==> src/rtl/prog_loader_pkg.sv <==
// prog_loader_pkg: shared types and constants for the program loader.
// Holds the FSM state encoding, write-enable constants, frame field widths
// and a helper that turns the 8-bit count byte into a word count.
package prog_loader_pkg;

  localparam int ADDR_W = 8;   // program-memory address width
  localparam int CNT_W  = 8;   // count field width in the frame
  localparam int BYTE_W = 8;   // stream byte width
  localparam int WORD_W = 16;  // instruction word width

  localparam logic [1:0] WE_FULL = 2'b11;
  localparam logic [1:0] WE_NONE = 2'b00;

  typedef enum logic [2:0] {
    ST_IDLE  = 3'd0,
    ST_CNT   = 3'd1,
    ST_HI    = 3'd2,
    ST_LO    = 3'd3,
    ST_WRITE = 3'd4,
    ST_CSUM  = 3'd5,
    ST_FIN   = 3'd6,
    ST_FAIL  = 3'd7
  } state_t;

  // A count byte of zero stands for a full 256-word image.
  function automatic logic [CNT_W:0] words_of(input logic [CNT_W-1:0] count);
    return (count == '0) ? {1'b1, {CNT_W{1'b0}}} : {1'b0, count};
  endfunction

endpackage

==> src/rtl/prog_loader_if.sv <==
// prog_loader_if: byte-stream input and program-memory write port.
//
// Handshake: a byte moves only on a rising clock edge where rx_valid and
// rx_ready are both high; rx_data is meaningful only on that edge. The
// source may raise or drop rx_valid at any time, and the loader may drop
// rx_ready at any time; neither side waits on the other combinationally.
// The write side is a plain strobe: wr_addr/wr_data are valid while we is
// WE_FULL, and hold their last values otherwise.
interface prog_loader_if;
  import prog_loader_pkg::*;

  logic              rx_valid;
  logic [BYTE_W-1:0] rx_data;
  logic              rx_ready;
  logic [ADDR_W-1:0] wr_addr;
  logic [WORD_W-1:0] wr_data;
  logic [1:0]        we;

  // Host byte source / memory observer side.
  modport master (
    output rx_valid, rx_data,
    input  rx_ready, wr_addr, wr_data, we
  );

  // Loader side.
  modport slave (
    input  rx_valid, rx_data,
    output rx_ready, wr_addr, wr_data, we
  );

endinterface

==> src/rtl/prog_loader_csum.sv <==
// prog_loader_csum: 8-bit modulo-256 running sum of accepted stream bytes.
// Only instantiated when PROG_LOADER_CHECKSUM_EN is defined.
module prog_loader_csum
  import prog_loader_pkg::*;
(
  input  logic              clk,
  input  logic              reset,
  input  logic              clear,
  input  logic              add,
  input  logic [BYTE_W-1:0] data,
  output logic              is_zero
);

  logic [BYTE_W-1:0] sum;

  // Accumulate every accepted byte; clear at the start of a load.
  always_ff @(posedge clk) begin
    if (!reset) begin
      sum <= '0;
    end else if (clear) begin
      sum <= '0;
    end else if (add) begin
      sum <= sum + data;
    end
  end

  // Looks ahead by including the byte now on data, so the pass/fail decision
  // can be taken in the same cycle the checksum byte is accepted.
  assign is_zero = ((sum + data) == '0);

endmodule

==> src/rtl/prog_loader.sv <==
// prog_loader: framed byte-stream program loader.
// Frame: count byte (0 = 256 words), then {hi, lo} byte pairs, then an
// optional checksum byte when PROG_LOADER_CHECKSUM_EN is defined. Each word
// is written to program memory one cycle after its lo byte is accepted, and
// the processor is held in reset (cpu_hold) for the whole load.
module prog_loader
  import prog_loader_pkg::*;
#(
  parameter logic [ADDR_W-1:0] START_ADDR  = 8'h00,
  parameter bit                HOLD_ON_ERR = 1'b1
) (
  input  logic         clk,
  input  logic         reset,
  input  logic         start,
  prog_loader_if.slave bus,
  output logic         cpu_hold,
  output logic         busy,
  output logic         done,
  output logic         err,
  output state_t       dbg_state
);

  state_t            state;
  logic [CNT_W-1:0]  count;
  logic [BYTE_W-1:0] hi_reg;
  logic [CNT_W:0]    index;   // one bit wider so 256 words compare cleanly
  logic              accept;
  logic              csum_ok;

  assign accept    = bus.rx_valid && bus.rx_ready;
  assign dbg_state = state;

`ifdef PROG_LOADER_CHECKSUM_EN
  logic csum_clear;
  assign csum_clear = (state == ST_IDLE) && start;

  prog_loader_csum u_csum (
    .clk     (clk),
    .reset   (reset),
    .clear   (csum_clear),
    .add     (accept),
    .data    (bus.rx_data),
    .is_zero (csum_ok)
  );
`else
  assign csum_ok = 1'b1;
`endif

  // Frame FSM; all outputs are registered and set on entry to each state.
  always_ff @(posedge clk) begin
    if (!reset) begin
      state        <= ST_IDLE;
      bus.rx_ready <= 1'b0;
      bus.we       <= WE_NONE;
      bus.wr_addr  <= START_ADDR;
      bus.wr_data  <= '0;
      cpu_hold     <= 1'b0;
      busy         <= 1'b0;
      done         <= 1'b0;
      err          <= 1'b0;
      count        <= '0;
      hi_reg       <= '0;
      index        <= '0;
    end else begin
      bus.we <= WE_NONE;
      case (state)
        ST_IDLE: begin
          if (start) begin
            state        <= ST_CNT;
            bus.rx_ready <= 1'b1;
            cpu_hold     <= 1'b1;
            busy         <= 1'b1;
            done         <= 1'b0;
            err          <= 1'b0;
            index        <= '0;
          end
        end
        ST_CNT: begin
          if (accept) begin
            count <= bus.rx_data;
            state <= ST_HI;
          end
        end
        ST_HI: begin
          if (accept) begin
            hi_reg <= bus.rx_data;
            state  <= ST_LO;
          end
        end
        ST_LO: begin
          if (accept) begin
            bus.rx_ready <= 1'b0;
            bus.we       <= WE_FULL;
            bus.wr_addr  <= START_ADDR + index[ADDR_W-1:0];
            bus.wr_data  <= {hi_reg, bus.rx_data};
            state        <= ST_WRITE;
          end
        end
        ST_WRITE: begin
          index <= index + 1'b1;
          if ((index + 1'b1) == words_of(count)) begin
`ifdef PROG_LOADER_CHECKSUM_EN
            state        <= ST_CSUM;
            bus.rx_ready <= 1'b1;
`else
            state    <= ST_FIN;
            cpu_hold <= 1'b0;
            busy     <= 1'b0;
            done     <= 1'b1;
`endif
          end else begin
            state        <= ST_HI;
            bus.rx_ready <= 1'b1;
          end
        end
        ST_CSUM: begin
          if (accept) begin
            bus.rx_ready <= 1'b0;
            busy         <= 1'b0;
            if (csum_ok) begin
              state    <= ST_FIN;
              cpu_hold <= 1'b0;
              done     <= 1'b1;
            end else begin
              state    <= ST_FAIL;
              cpu_hold <= HOLD_ON_ERR;
              err      <= 1'b1;
            end
          end
        end
        ST_FIN:  state <= ST_IDLE;
        ST_FAIL: state <= ST_IDLE;
        default: state <= ST_IDLE;
      endcase
    end
  end

endmodule

==> src/flat_wrapper.sv <==
// flat-port wrapper written by rule: the top's interface ports become plain ports
module prog_loader_flat import prog_loader_pkg::*;
#(
  parameter logic [ADDR_W-1:0] START_ADDR  = 8'h00,
  parameter bit                HOLD_ON_ERR = 1'b1
)
  (clk, reset, start, cpu_hold, busy, done, err, dbg_state, bus_rx_valid, bus_rx_data, bus_rx_ready, bus_wr_addr, bus_wr_data, bus_we);
  prog_loader_if bus_i ();
  input  logic clk;
  input  logic reset;
  input  logic start;
  output logic cpu_hold;
  output logic busy;
  output logic done;
  output logic err;
  output state_t dbg_state;
  input wire logic [$bits(bus_i.rx_valid)-1:0] bus_rx_valid;
  input wire logic [$bits(bus_i.rx_data)-1:0] bus_rx_data;
  output wire logic [$bits(bus_i.rx_ready)-1:0] bus_rx_ready;
  output wire logic [$bits(bus_i.wr_addr)-1:0] bus_wr_addr;
  output wire logic [$bits(bus_i.wr_data)-1:0] bus_wr_data;
  output wire logic [$bits(bus_i.we)-1:0] bus_we;
  assign bus_i.rx_valid = bus_rx_valid;
  assign bus_i.rx_data = bus_rx_data;
  assign bus_rx_ready = bus_i.rx_ready;
  assign bus_wr_addr = bus_i.wr_addr;
  assign bus_wr_data = bus_i.wr_data;
  assign bus_we = bus_i.we;
  prog_loader #(.START_ADDR(START_ADDR), .HOLD_ON_ERR(HOLD_ON_ERR)) u_core (.clk(clk), .reset(reset), .start(start), .bus(bus_i), .cpu_hold(cpu_hold), .busy(busy), .done(done), .err(err), .dbg_state(dbg_state));
endmodule
==> config.mk <==
export PLATFORM = sky130hd
export DESIGN_NAME = prog_loader_flat
export DESIGN_NICKNAME = d
export VERILOG_FILES = /design/src/rtl/prog_loader_pkg.sv /design/src/rtl/prog_loader_if.sv /design/src/rtl/prog_loader_csum.sv /design/src/rtl/prog_loader.sv /design/src/flat_wrapper.sv
export SDC_FILE = /design/constraint.sdc
export NUM_CORES = 1
export LEC_CHECK = 0
export CAP_MARGIN = 20
export CORE_MARGIN = 5
export CORE_UTILIZATION = 40
export CTS_CLUSTER_DIAMETER = 50
export CTS_CLUSTER_SIZE = 30
export DETAILED_ROUTE_END_ITERATION = 7
export DONT_BUFFER_PORTS = 1
export GPL_ROUTABILITY_DRIVEN = 0
export PLACE_DENSITY = 0.6
export SLEW_MARGIN = 40
export SYNTH_ARGS = -nofsm -noshare
export SYNTH_HDL_FRONTEND = slang
export SYNTH_SLANG_ARGS = --single-unit
==> constraint.sdc <==
create_clock -name clk -period 4.2 [get_ports clk]
set_clock_uncertainty 0.15 [all_clocks]
set_input_delay 0.84 -clock clk [delete_from_list [all_inputs] [get_ports clk]]
set_output_delay 0.84 -clock clk [all_outputs]
set_load 0.1 [all_outputs]
Word-level counts from Yosys, hierarchy flattened
Index checks and enable logic that the tools add are counted.
Storage, ports and cells
  output and inout bits: 34
  ROM bits: 0
  register bits after elaboration: 57
  input port bits: 12
  RAM bits: 0
  memories kept: 0
  latch bits: 0
  word-level logic and storage cells: 64
Cells by class
  add/sub/neg operators: 1
  multipliers: 0
  divide/modulo/power cells: 0
  shifts and indexed selects: 0
  equal/unequal tests: 16
  reduce and logical (&&, ||, !) cells: 16
  bitwise operators: 0
  order comparisons: 0
  multiplexer cells: 21
Operator list (number)
  case mux 3 bit (7 select lines): 1
  two-way mux 3 bit: 6
  two-way mux 9 bit: 2
  case mux 9 bit (2 select lines): 1
  == test 3 bit (second input constant): 4
  inequality test 2 x 1 -> 1 bit (second input constant): 6
  AND reduction 2 bit: 5
  adder 9 x 1 -> 9 bit (second input constant): 1
  == test 9 bit: 1
  case mux 1 bit (3 select lines): 3
  logical NOT 8 bit: 1
  AND reduction 4 bit: 2
  two-way mux 1 bit: 7
  == test 3 x 2 -> 1 bit (second input constant): 2
  nonzero test 3 bit: 2
  AND reduction 5 bit: 1
  inequality test 2 bit (second input constant): 2
  OR reduction 2 bit: 2
  == test 3 x 1 -> 1 bit (second input constant): 1
  logical NOT 3 bit: 1
  two-way mux 2 bit: 1
  nonzero test 2 bit: 1
  logical AND 1 bit: 1

Logic depth before layout (Yosys ltp)
  depth after elaboration: 5
  depth in mapped cells: 8

Worst setup path after synthesis
OpenSTA, ideal clock, no wires.
  kind: reg-to-reg
  start: register u_core.state[1], in the netlist u_core.dbg_state[1]
  end: register u_core.hi_reg[0]
  cell stages (with the launch flop): 6
  path buffers: 1
  setup slack: 1.723 ns
  period minus slack after synthesis: 2.477 ns
  arrival time: 2.199 ns
  path through: dfxtp_1 clkbuf_1 nand2b_1 nor3_2 mux2i_1 nor2_1
Between the ends
  longest elaborated chain between the ends: 2
Ends and longest elaborated chain
  from (decl): line prog_loader.sv:23  | state_t state;
  from (signal assigned): line prog_loader.sv:52  | state <= ST_IDLE;
  from (signal assigned): line prog_loader.sv:69  | state <= ST_CNT;
  from (signal assigned): line prog_loader.sv:81  | state <= ST_HI;
  == test 3 x 2 -> 1 bit: line prog_loader.sv:66  | case (state)
  AND reduction 2 bit (no line)
  to (signal assigned): line prog_loader.sv:86  | hi_reg <= bus.rx_data;
  to (decl): line prog_loader.sv:25  | logic [BYTE_W-1:0] hi_reg;
No other way between the ends.
A chain may end at the register's enable or synchronous reset.

Worst setup path in the final report
  start: register u_core.index[0]
  end: register u_core.done
Between the ends
  longest elaborated chain between the ends: 4
Ends and longest elaborated chain
  from (decl): line prog_loader.sv:26  | logic [CNT_W:0] index;
  from (signal assigned): line prog_loader.sv:100  | index <= index + 1'b1;
  adder 9 x 1 -> 9 bit: line prog_loader.sv:101  | if ((index + 1'b1) == words_of(count)) begin
  == test 9 bit: line prog_loader.sv:101
  inequality test 2 x 1 -> 1 bit (no line)
  AND reduction 4 bit (no line)
  to (signal assigned): line prog_loader.sv:73  | done <= 1'b0;
  to (signal assigned): line prog_loader.sv:109  | done <= 1'b1;
  to (signal assigned): line prog_loader.sv:123  | done <= 1'b1;
  to (decl): line prog_loader.sv:18  | output logic done,
No other way between the ends.

==> flow_metrics.py <==
metrics = {
    "synth": {
        "ys_ff_latch": 56,
        "async_flop_share_pct": 0,
        "synth-compound-area-share_pct": 13.9,
        "synthAdderAreaFrac_pct": 0.508,
        "synthesis.nets": 311,
        "synth_xor_area_share_pct": 4.62,
        "ys_types": 45,
        "yosys-mux-area-fraction_pct": 6.50,
        "synthSimpleGateAreaFrac_pct": 23.8,
        "synth_seq_area_share_pct": 45.5,
        "yosys_warnings": 0,
        "avgSynthCellArea_sq_um": 8.27,
        "syn_inst": 298,
        "synth_flop_cell": "dfxtp_1",
        "synth-edff-count": 0,
        "synth_top_family_by_area": "simple AND/OR/NAND/NOR gates",
        "synth_area_sq_um": 2460,
    },
    "floorplanning": {
        "core_area_sq_um": 5960,
        "die_x_um": 88.5,
        "dieHeight_um": 88.5,
        "die-area_sq_um": 7830,
        "initial_core_util_pct": 41.4,
        "rows": 28,
        "io_pins": 46,
    },
    "grt": {
        "antenna_found_initial": 0,
        "grt_pass1_wl_um": 8920,
        "grt_pass1_vias": 1809,
        "grt_overflow_total": 0,
        "grt_max_degree": 33,
        "grt_usage_pct": 14.4,
    },
    "final_layout": {
        "num_antenna_cells": 0,
        "finalInstanceArea_sq_um": 2640,
        "top_register": "u_core.bus.wr_data",
        "largest_registers": "u_core.bus.wr_data (16), u_core.index (9)",
        "stdcell_count": 364,
        "final_nets": 301,
        "fillers": 615,
        "drive_gt1_share_pct": 17.3,
        "area_growth_pct": 7.31,
        "largest_register_ffs": 16,
    },
    "sta": {
        "rsz0062_at_grt": "no",
        "max-slew-margin-rel_pct": 54.9,
        "period_needed_ns": 2.29,
        "setup_tns_ns": 0,
        "post-route-period-util_pct": 54.6,
        "hold_ws_ns": 0.300,
        "setup_violations": 0,
        "timing.final.ws_setup_ns": 1.91,
        "maxSlewViolCount": 0,
        "hold_violations": 0,
        "clock.fmax_mhz": 436,
        "tightestPinTransition_ns": 0.674,
    },
    "setup_path": {
        "crit_arrival_ns": 2.34,
        "worst-path-max-fanout": 8,
        "cp-start-kind": "register",
        "endpoint_kind": "register",
        "critPathSlowestCell": "dfxtp_1",
        "worstPathRequired_ns": 4.25,
        "worstSetupPathType": "reg2reg",
        "rr_startpoint": "u_core.index[0]$_SDFFE_PN0P_",
        "slowest_delay_ns": 0.49,
        "rr_endpoint": "u_core.done$_SDFFE_PN0P_",
        "path_cells": "ha_1 > nand3_2 > o21a_1 > or2_0 > a31oi_1 > nor4_4 > o31a_1",
        "ff2ff_path_depth": 7,
        "r2r_setup_slack_ns": 1.91,
    },
    "route": {
        "routed_wl_um": 5300,
        "ant_nets": 0,
        "drt-initial-drc-count": 102,
        "dr.pass1.iters": 4,
        "drt-vias-per-instance": 5.12,
        "vias": 1865,
        "drc": 0,
        "avgRoutedWirePerCell_um": 14.6,
    },
    "flow_run": {
        "cap_violations": 0,
    },
    "clock_network": {
        "hold_buffers": 0,
        "postCtsSetupBuffers": 0,
        "insertion_delay_ns": 0.31,
        "cts_buffers": 5,
        "cts_tree": "done",
        "post_cts_resized": 0,
        "cts_sinks": 56,
        "htreeDepth": 2,
        "clk_pin_slew_ns": 0.10,
        "clockRootBuffer": "clkbuf_8",
        "cts_buffer_depth": 2,
    },
    "placed_design": {
        "dp_hpwl_um": 3650,
        "placedCellCount": 356,
        "place_ws_ns": 1.94,
        "port_buffers": 0,
        "place_area_sq_um": 2530,
    },
    "power": {
        "p_leak_nw": 0.967,
        "power_density_nw_per_um2": 374,
        "ir_drop_uv": 217,
    },
    "hold_path": {
        "hold_path.class": "reg2reg",
        "hp-start": "u_core.hi_reg[0]$_SDFFE_PN0P_",
        "hold_depth": 2,
        "min_to": "u_core.bus.wr_data[8]$_SDFFE_PN0P_",
    },
    "run_status": {
        "status": "complete, no violations",
    },
}
## cells in the final DEF, fill, tap and decap left out, types with 5 or more instances in the layout
cell type	count
a21oi_1	36
buf_4	5
clkbuf_8	6
dfxtp_1	28
dfxtp_2	26
mux2i_1	16
nand2_1	64
nor2_1	34
xnor2_1	8
xor2_1	5
## cell families after synthesis
family,Yosys count
adder cells (fa/ha/maj),1
AND/OR/NAND/NOR,129
AO/OA/AOI/OAI,57
buffers and inverters,25
other,1
flip-flops,56
multiplexers,16
XOR/XNOR,13
## power by group
| group | leakage (nW) | switching (W) | internal, W | total, W |
|---|---|---|---|---|
| clock network | 0.0596 | 0.000176 | 0.000171 | 0.000348 |
| registers | 0.467 | 0.0000387 | 0.000537 | 0.000576 |
| logic | 0.441 | 0.0000454 | 0.0000202 | 0.0000656 |
## worst max-delay path, delay by kind of cell (launching register included)
kind	cells	cell delay, ns
AOI/OAI and AO/OA	3	0.76
and+or+nand+nor	3	0.49
adders and majority gates	1	0.30
DFF	1	0.49
## metrics by stage
step / total power, W / utilization [%]
CTS: 0.00100 / 44.4
global route: 0.00103 / 44.4
detailed placement: 0.000655 / 42.4
floorplan: 0.000644 / -
global placement: 0.000654 / 41.7
finish: 0.000989 / 44.4
## final cells by class
class	instances	area, sq um	area share [%]
Timing Repair Buffer	5	37.5	1.42
Inverter	3	11.3	0.426
Clock buffer	7	108	4.07
Tap cell	75	93.8	3.55
Sequential cell	56	1160	43.9
Clock inverter	1	8.76	0.331
Multi-Input combinational cell	217	1220	46.3
## metal layers
metal / global-route usage, % / vias to the layer above / part of all wire (%)
li1: - / 975 / -
met1: 18.8 / 848 / 47
met2: 22.6 / 35 / 46
met3: 4.75 / 7 / 6.2
met4: 4.53 / 0 / 1.0
met5: 0 / - / 0
## how the worst max path moves through the flow
| stage | end | depth (start not counted) | slack, ns | from |
|---|---|---|---|---|
| after floorplan | u_core.hi_reg[0]$_SDFFE_PN0P_ | 5 | 1.72 | u_core.dbg_state[1]$_SDFFE_PN0P_ |
| after global placement | u_core.bus.rx_ready$_SDFFE_PN0P_ | 5 | 1.60 | u_core.dbg_state[0]$_SDFFE_PN0P_ |
| after detailed placement | u_core.done$_SDFFE_PN0P_ | 7 | 1.94 | u_core.index[0]$_SDFFE_PN0P_ |
| after CTS | u_core.done$_SDFFE_PN0P_ | 7 | 1.91 | u_core.index[0]$_SDFFE_PN0P_ |
| after global routing | u_core.dbg_state[2]$_SDFFE_PN0P_ | 7 | 1.73 | u_core.index[0]$_SDFFE_PN0P_ |
| final | u_core.done$_SDFFE_PN0P_ | 7 | 1.91 | u_core.index[0]$_SDFFE_PN0P_ |
## synth_stat cells (all sizes together), types with 2 or more instances
cell type	number	share of area, %
nor4	5	1.9
nor3	5	1.2
xor2	5	1.8
inv	2	0.30
mux2i	16	6.5
a21oi	37	7.7
a31oi	3	0.76
a211oi	2	1.0
and3	2	0.51
or2	3	0.76
nor2	34	5.2
nand3	4	1.0
xnor2	8	2.8
dfxtp	56	46
or3	3	0.76
nand2	64	9.8
clkbuf	15	2.3
buf	7	2.3
o21ai	6	1.2
nand2b	4	1.0
Note: power is estimated with default switching activity, not from simulation.
